===== src/rtl/tile_sram_pkg.sv =====
// Shared types for the tile SRAM arbiter: FSM states and response owner tags.
package tile_sram_pkg;

   typedef enum logic {
      LD_PRIO   = 1'b0,
      CPU_FORCE = 1'b1
   } arb_state_e;

   typedef enum logic [1:0] {
      OWN_NONE = 2'd0,
      OWN_CPU  = 2'd1,
      OWN_LD   = 2'd2
   } owner_e;

endpackage


===== src/rtl/tile_sram_rsp_pipe.sv =====
// Two-stage read response path: stage 1 holds the owner of the read issued
// last cycle while the SRAM produces data; stage 2 captures that data into the
// owner's response port and pulses its valid.
module tile_sram_rsp_pipe
   import tile_sram_pkg::*;
#(
   parameter int DATA_W = 32
) (
   input  logic              clk,
   input  logic              rst,
   input  owner_e            rd_owner,
   input  logic [DATA_W-1:0] sram_rdata,
   output logic              cpu_rvalid,
   output logic [DATA_W-1:0] cpu_rdata,
   output logic              ld_rvalid,
   output logic [DATA_W-1:0] ld_rdata
);

   owner_e tag_q;

   // Stage 1: remember who issued the read the SRAM is serving now.
   always_ff @(posedge clk) begin
      if (rst) tag_q <= OWN_NONE;
      else     tag_q <= rd_owner;
   end

   // Stage 2: route SRAM data to its owner; rdata holds between responses.
   always_ff @(posedge clk) begin
      if (rst) begin
         cpu_rvalid <= 1'b0;
         ld_rvalid  <= 1'b0;
         cpu_rdata  <= '0;
         ld_rdata   <= '0;
      end else begin
         cpu_rvalid <= (tag_q == OWN_CPU);
         ld_rvalid  <= (tag_q == OWN_LD);
         if (tag_q == OWN_CPU) cpu_rdata <= sram_rdata;
         if (tag_q == OWN_LD)  ld_rdata  <= sram_rdata;
      end
   end

endmodule


===== src/rtl/tile_sram_arbiter.sv =====
// Single-port tile SRAM arbiter between the CPU load port and the tile loader.
// Loader normally wins; after MAX_WAIT contended losses the CPU is forced in.
//
//   state     | meaning
//   ----------+------------------------------------------------------------
//   LD_PRIO   | loader wins when requesting; CPU losses counted in wait_cnt
//   CPU_FORCE | CPU granted unconditionally this cycle, loader stalled
module tile_sram_arbiter
   import tile_sram_pkg::*;
#(
   parameter int ADDR_W   = 13,
   parameter int DATA_W   = 32,
   parameter int BYTE_W   = DATA_W / 8,
   parameter int MAX_WAIT = 4
) (
   input  logic              clk,
   input  logic              rst,
   input  logic              cpu_req,
   input  logic              cpu_we,
   input  logic [ADDR_W-1:0] cpu_addr,
   input  logic [DATA_W-1:0] cpu_wdata,
   input  logic [BYTE_W-1:0] cpu_wmask,
   output logic              cpu_gnt,
   output logic              cpu_rvalid,
   output logic [DATA_W-1:0] cpu_rdata,
   input  logic              ld_req,
   input  logic [ADDR_W-1:0] ld_addr,
   output logic              ld_gnt,
   output logic              ld_rvalid,
   output logic [DATA_W-1:0] ld_rdata,
   output logic              sram_en,
   output logic              sram_we,
   output logic [ADDR_W-1:0] sram_addr,
   output logic [DATA_W-1:0] sram_wdata,
   output logic [BYTE_W-1:0] sram_wmask,
   input  logic [DATA_W-1:0] sram_rdata
);

   localparam int CNT_W = $clog2(MAX_WAIT + 1);
   localparam logic [CNT_W-1:0] MAX_CNT = CNT_W'(MAX_WAIT);

   if (MAX_WAIT < 1) begin : g_bad_max_wait
      $error("tile_sram_arbiter: MAX_WAIT must be >= 1");
   end

   arb_state_e       state, state_nxt;
   logic [CNT_W-1:0] wait_cnt, wait_cnt_nxt;
   logic [CNT_W-1:0] wait_inc;
   logic             cpu_wr;
   owner_e           rd_owner;

   assign wait_inc = wait_cnt + CNT_W'(1);

   // State and starvation counter registers.
   always_ff @(posedge clk) begin
      if (rst) begin
         state    <= LD_PRIO;
         wait_cnt <= '0;
      end else begin
         state    <= state_nxt;
         wait_cnt <= wait_cnt_nxt;
      end
   end

   // Grant decision from requests and state only; grants held low in reset.
   always_comb begin
      state_nxt    = state;
      wait_cnt_nxt = wait_cnt;
      cpu_gnt      = 1'b0;
      ld_gnt       = 1'b0;
      if (!rst) begin
         case (state)
            LD_PRIO: begin
               if (ld_req) begin
                  ld_gnt = 1'b1;
                  if (cpu_req) begin
                     wait_cnt_nxt = wait_inc;
                     if (wait_inc == MAX_CNT) state_nxt = CPU_FORCE;
                  end else begin
                     wait_cnt_nxt = '0;
                  end
               end else begin
                  cpu_gnt      = cpu_req;
                  wait_cnt_nxt = '0;
               end
            end
            CPU_FORCE: begin
               // A dropped cpu_req here is illegal; fall back without granting.
               cpu_gnt      = cpu_req;
               wait_cnt_nxt = '0;
               state_nxt    = LD_PRIO;
            end
            default: begin
               state_nxt    = LD_PRIO;
               wait_cnt_nxt = '0;
            end
         endcase
      end
   end

   // SRAM port mux from the winner; write payload zeroed unless a CPU write.
   always_comb begin
      cpu_wr     = cpu_gnt & cpu_we;
      sram_en    = cpu_gnt | ld_gnt;
      sram_we    = cpu_wr;
      sram_addr  = '0;
      sram_wdata = '0;
      sram_wmask = '0;
      rd_owner   = OWN_NONE;
      if (cpu_gnt) begin
         sram_addr = cpu_addr;
         if (cpu_wr) begin
            sram_wdata = cpu_wdata;
            sram_wmask = cpu_wmask;
         end else begin
            rd_owner = OWN_CPU;
         end
      end else if (ld_gnt) begin
         sram_addr = ld_addr;
         rd_owner  = OWN_LD;
      end
   end

   tile_sram_rsp_pipe #(
      .DATA_W (DATA_W)
   ) u_rsp_pipe (
      .clk        (clk),
      .rst        (rst),
      .rd_owner   (rd_owner),
      .sram_rdata (sram_rdata),
      .cpu_rvalid (cpu_rvalid),
      .cpu_rdata  (cpu_rdata),
      .ld_rvalid  (ld_rvalid),
      .ld_rdata   (ld_rdata)
   );

endmodule


===== config.mk =====
export PLATFORM = sky130hd
export DESIGN_NAME = tile_sram_arbiter
export DESIGN_NICKNAME = d
export VERILOG_FILES = /design/src/rtl/tile_sram_pkg.sv /design/src/rtl/tile_sram_rsp_pipe.sv /design/src/rtl/tile_sram_arbiter.sv
export SDC_FILE = /design/constraint.sdc
export NUM_CORES = 1
export LEC_CHECK = 0
export CAP_MARGIN = 15
export CORE_MARGIN = 2
export CORE_UTILIZATION = 38
export CTS_BUF_LIST = sky130_fd_sc_hd__clkbuf_4
export CTS_CLUSTER_DIAMETER = 30
export CTS_CLUSTER_SIZE = 12
export DETAILED_ROUTE_END_ITERATION = 6
export GPL_TIMING_DRIVEN = 0
export PLACE_DENSITY = 0.83
export SYNTH_ARGS = -nofsm -noshare
export SYNTH_HDL_FRONTEND = slang
export SYNTH_HIERARCHICAL = 1
export SYNTH_SLANG_ARGS = --single-unit

===== constraint.sdc =====
create_clock -name clk -period 1.6 [get_ports clk]
set_input_delay 0.16 -clock clk [delete_from_list [all_inputs] [get_ports clk]]
set_output_delay 0.16 -clock clk [all_outputs]
set_load 0.01 [all_outputs]

# After elaboration in Yosys (flattened, before gate mapping)
# Cells that the tools add are included.
# op_classes
add_sub_neg	1
eq_ne	3
muxes	22
bitwise_logic	3
# op_table
op	count
32-bit two-way mux	2
13-bit two-way mux	2
1-bit two-way mux	9
4-bit two-way mux	2
3-bit two-way mux	2
3-bit one-hot mux with 2 select lines	1
2-bit two-way mux	2
1-bit one-hot mux with 2 select lines	2
3-bit by 1-bit adder with 3-bit output (second input constant)	1
3-bit == test (second input constant)	1
2-bit by 1-bit == test with 1-bit output (second input constant)	1
2-bit == test (second input constant)	1
1-bit bitwise AND	1
1-bit NOT	1
1-bit OR	1
# word_totals
reg_bits	72
input_bits	99
output_inout_bits	119
elab_cells	36

# Logic depth before layout (Yosys ltp)
# depth
word_depth	6
depth_mapped	5
mapped_depth_nobuf	4

# Cells and area by module
# Netlist, hierarchy kept.
# modules_own_cells
mod	instances	cells_per_inst	area_each_um2	seq_area_each_um2
tile_sram_rsp_pipe	1	254	2805.2	1361.3
tile_sram_arbiter	1	108	696.9	80.1

# Least setup slack after synthesis
# OpenSTA, ideal clock, no wires.
# synth_path
path_kind	reg2out
from	reg state
to	out sram_wdata[16]
arrival_ns	1.166
t_required_ns	1.440
setup_slack_ns	0.274
path_stages_with_launch	6
path_buffers	2
cell_sequence	dfxtp_1 > nor2b_4 > buf_6 > nor3_4 > buf_6 > and2_1
# synth_via
elab_chain_cells	6
# synth_rtl
element	line	text
start, declared	tile_sram_arbiter.sv:46	arb_state_e state, state_nxt;
start signal, assigned	tile_sram_arbiter.sv:60	state <= state_nxt;
1-bit NOT	-	
1-bit one-hot mux with 2 select lines *	tile_sram_arbiter.sv:72	case (state)
1-bit two-way mux *	tile_sram_arbiter.sv:71	if (!rst) begin
1-bit bitwise AND *	tile_sram_arbiter.sv:103	cpu_wr = cpu_gnt & cpu_we;
named net sram_we	tile_sram_arbiter.sv:32	output logic sram_we,
32-bit two-way mux *	tile_sram_arbiter.sv:112	if (cpu_wr) begin
32-bit two-way mux *	tile_sram_arbiter.sv:110	if (cpu_gnt) begin
end, declared	tile_sram_arbiter.sv:34	output logic [DATA_W-1:0] sram_wdata,
# The timed path passes the listed nets; every way through them passes the cells marked *.

# Final worst setup path
# layout_path
from	in ld_req
to	out sram_wdata[28]
# layout_via
elab_chain_cells	6
# layout_rtl
element	line	text
start, declared	tile_sram_arbiter.sv:26	input logic ld_req,
1-bit two-way mux *	tile_sram_arbiter.sv:74	if (ld_req) begin
1-bit one-hot mux with 2 select lines *	tile_sram_arbiter.sv:72	
1-bit two-way mux *	tile_sram_arbiter.sv:71	
1-bit bitwise AND	tile_sram_arbiter.sv:103	
32-bit two-way mux	tile_sram_arbiter.sv:112	
32-bit two-way mux *	tile_sram_arbiter.sv:110	
# Every way passes the cells marked *; elsewhere a longest branch is shown, timed or not.

==> impl_metrics.py <==
metrics = {
    "run_status": {
        "status": "finished with violations",
        "violations": "setup timing",
    },
    "worst_setup_path": {
        "cp.required_ns": 1.44,
        "r2r_end": "u_rsp_pipe/tag_q[0]",
        "cp.arrival_ns": 1.63,
        "critPathMaxFanout": 7,
        "r2r_slack_ns": 0.49,
        "startpoint_type": "input port",
        "worstSetupPathType": "input port to output port",
        "r2r_start": "state",
        "r2r_cells": 4,
        "end_kind": "output port",
    },
    "timing": {
        "timing.final.ws_setup_ns": -0.190,
        "finalMaxSlewViolations": 0,
        "setup_tns_ns": -6.24,
        "worst_pin_slew_ns": 0.423,
        "setup_viol": 47,
        "hold_viol_final": 0,
        "whs_ns": 0.118,
        "worst_slew_margin_rel_pct": 71.8,
        "finalCritPeriodShare_pct": 112,
        "period_needed_ns": 1.79,
        "grt_setup_unrepaired": "true",
        "max_freq_ghz": 0.559,
        "fin_skew_ns": 0.0121,
    },
    "route": {
        "firstDrtPassIters": 4,
        "wl_per_cell_microns": 15.4,
        "drc": 0,
        "drtAntennaViolNets": 0,
        "routed_wl_microns": 11000,
        "via_count": 3360,
        "dr.first_iter.drc_count": 67,
        "viasPerCell": 4.71,
    },
    "job": {
        "maxCapViolations": 0,
    },
    "cells_and_area": {
        "drive_above_1_share_pct": 22.9,
        "nets": 699,
        "utilization_pct": 67.3,
        "seqCellArea_sq_um": 1450,
        "multiInputGateArea_sq_um": 1950,
        "fillCellCount": 728,
        "syn2layout_area_growth_pct": 75.0,
        "diodes": 0,
    },
    "die": {
        "ios": 218,
        "fp.dieH_microns": 100,
        "core_area_sq_um": 9110,
        "rows": 35,
        "die_area_sq_um": 10000,
        "die_w_microns": 100,
        "initial_core_util_pct": 38.4,
    },
    "logic_synthesis": {
        "ys_seq_elements": 72,
        "syn_area_per_cell_sq_um": 9.67,
        "yosysWarningCount": 6,
        "yosysSeqAreaShare_pct": 41.2,
        "synthesis.area_sq_um": 3500,
        "syn_nets": 463,
        "yosys.cell_types.count": 22,
        "syn-instance-count": 362,
    },
    "place": {
        "dp.final_hpwl_microns": 8450,
        "gp_congestion": 0.825,
        "io_buffers": 216,
    },
    "power_and_ir_drop": {
        "seqPwrFrac_pct": 50.2,
        "p_clk_share_pct": 29.3,
        "switchingPower_mw": 0.912,
        "leakagePower_nw": 2.58,
        "power.internal_mw": 2.79,
        "power.switching_fraction_pct": 24.7,
        "pwr-share-comb_pct": 20.6,
        "peakVddDrop_mv": 0.286,
        "powerDensity_nw_per_um2": 603,
    },
    "clock_network": {
        "cts_num_sinks": 72,
        "cts-buffers-inserted": 9,
        "clk_pin_slew_worst_paths_ns": 0.10,
        "ctsHoldBuffers": 0,
        "clock_latency_ns": 0.42,
        "cts_tree": "done",
        "cts_buffer_depth": 2,
        "root_buffer": "clkbuf_4",
        "cts_max_level": 3,
    },
    "hold_path": {
        "min_path_type": "input port to flip-flop",
        "min_from": "cpu_req",
        "whs_path_depth": 3,
        "holdPathEnd": "wait_cnt[2]",
    },
    "global_routing": {
        "grt_pass1_vias": 3461,
        "grt_pass1_wl_microns": 17100,
        "grt-ovfl-total": 0,
        "antenna_found_initial": 0,
        "grtUsageTotal_pct": 21.8,
        "grt_max_degree": 12,
    },
}
## logic make-up after synthesis
group,synth area share (%)
compound gates,1.86
flops,41.2
simple gates,31.3
fa+ha+maj,0.714
mux,18.3
buf+inv,6.72
## cell type report
type	count	area share [%]
well taps	111	2.27
clock buffers	10	1.22
repair buffers	226	36.0
flip-flops and latches	72	23.6
inverters	1	0.0612
multi-input cells	260	31.8
plain buffers	28	4.20
clock inverters	6	0.816
## power groups by stage
stage | sequential, mW | clock [mW] | combinational (mW)
3_5_place_dp | 1.90 | 0 | 0.726
3_3_place_gp | 1.90 | 0 | 0.720
6_report | 1.86 | 1.08 | 0.760
5_1_grt | 1.86 | 1.19 | 0.814
4_1_cts | 1.86 | 1.12 | 0.740
2_1_floorplan | 1.91 | 0 | 0.262
## worst max path at each step
stage                start             end  slack, ns
floorplan            state  sram_wdata[16]       0.27
global placement    ld_req  sram_wdata[21]      -0.76
detailed placement  ld_req  sram_wdata[19]      -0.76
CTS                  state  sram_wdata[15]      -0.25
global route         state    sram_addr[8]      -0.27
finish              ld_req  sram_wdata[28]      -0.19
## sequential cells by signal, indices dropped and copies added, names as in the netlist
signal	flops
u_rsp_pipe/cpu_rdata	32
u_rsp_pipe/ld_rdata	32
wait_cnt	3
u_rsp_pipe/tag_q	2
state	1
u_rsp_pipe/cpu_rvalid	1
u_rsp_pipe/ld_rvalid	1
## what timing repair did
action | in CTS | in global routing
gates cloned | 2 | 2
pin swaps | 11 | 14
setup endpoints to repair | 53 | 52
resized for setup | 264 | 43
buffers inserted | 5 | 2
## layout by cell type, fill, tap and decap left out
| cell | Yosys | layout |
|---|---|---|
| a21oi_1 | 13 | 4 |
| a21oi_2 | 0 | 9 |
| and2_1 | 38 | 9 |
| and2_4 | 0 | 29 |
| and4bb_2 | 1 | 1 |
| buf_12 | 3 | 4 |
| buf_2 | 5 | 28 |
| buf_4 | 0 | 2 |
| buf_6 | 9 | 39 |
| buf_8 | 0 | 3 |
| bufinv_16 | 0 | 1 |
| clkbuf_1 | 12 | 10 |
| clkbuf_16 | 0 | 2 |
| clkbuf_4 | 0 | 11 |
| clkbuf_8 | 0 | 1 |
| clkdlybuf4s50_1 | 0 | 162 |
| clkinv_1 | 0 | 4 |
| clkinv_2 | 0 | 1 |
| dfxtp_1 | 72 | 71 |
| dfxtp_4 | 0 | 1 |
| dlygate4sd2_1 | 0 | 2 |
| ha_1 | 2 | 2 |
| inv_1 | 1 | 1 |
| mux2i_1 | 64 | 64 |
| nand2_1 | 14 | 14 |
| nand2b_1 | 98 | 97 |
| nand2b_4 | 0 | 1 |
| nand3_1 | 13 | 11 |
| nand3_2 | 0 | 2 |
| nand4bb_1 | 1 | 1 |
| nor2_1 | 8 | 8 |
| nor2b_1 | 3 | 3 |
| nor2b_2 | 1 | 1 |
| nor2b_4 | 1 | 1 |
| nor3_4 | 1 | 1 |
| nor3b_1 | 1 | 1 |
| or2b_1 | 1 | 1 |
## metal layers
metal,share of wire [%],routed length [microns],track usage (%)
met5,0,0,0
met4,3.7,403,11.2
met3,6.9,764,5.71
met2,53,5790,40.9
met1,37,4040,22.1
## critical path: stages
cell             delay [ns]
clkdlybuf4s50_1        0.56
nor2b_4                0.26
nor3_4                 0.07
buf_12                 0.15
clkbuf_16              0.14
and2_4                 0.14
buf_2                  0.13
## synth_stat cells
library cell	instances	area, sq um
or2b_1	1	7.51
ha_1	2	25.0
nand3_1	13	65.1
nand2_1	14	52.6
nor3_4	1	16.3
clkbuf_1	12	45.0
and2_1	38	238
nor2_1	8	30.0
a21oi_1	13	65.1
mux2i_1	64	641
nor2b_2	1	8.76
nor2b_1	3	18.8
nor2b_4	1	13.8
nand4bb_1	1	11.3
buf_6	9	101
nand2b_1	98	613
nor3b_1	1	7.51
dfxtp_1	72	1440
buf_12	3	60.1
inv_1	1	3.75
and4bb_2	1	12.5
buf_2	5	25.0
## per-stage QoR
step	area (sq um)	total power [mW]	instances	worst slack, ns
after detailed placement	5800	2.62	689	-0.763
after floorplan	3500	2.18	362	0.274
after global placement	5800	2.62	689	-0.755
after global routing	6130	3.87	714	-0.268
final	6130	3.70	714	-0.190
after CTS	5940	3.72	712	-0.252
(Power assumes the default switching activity.)
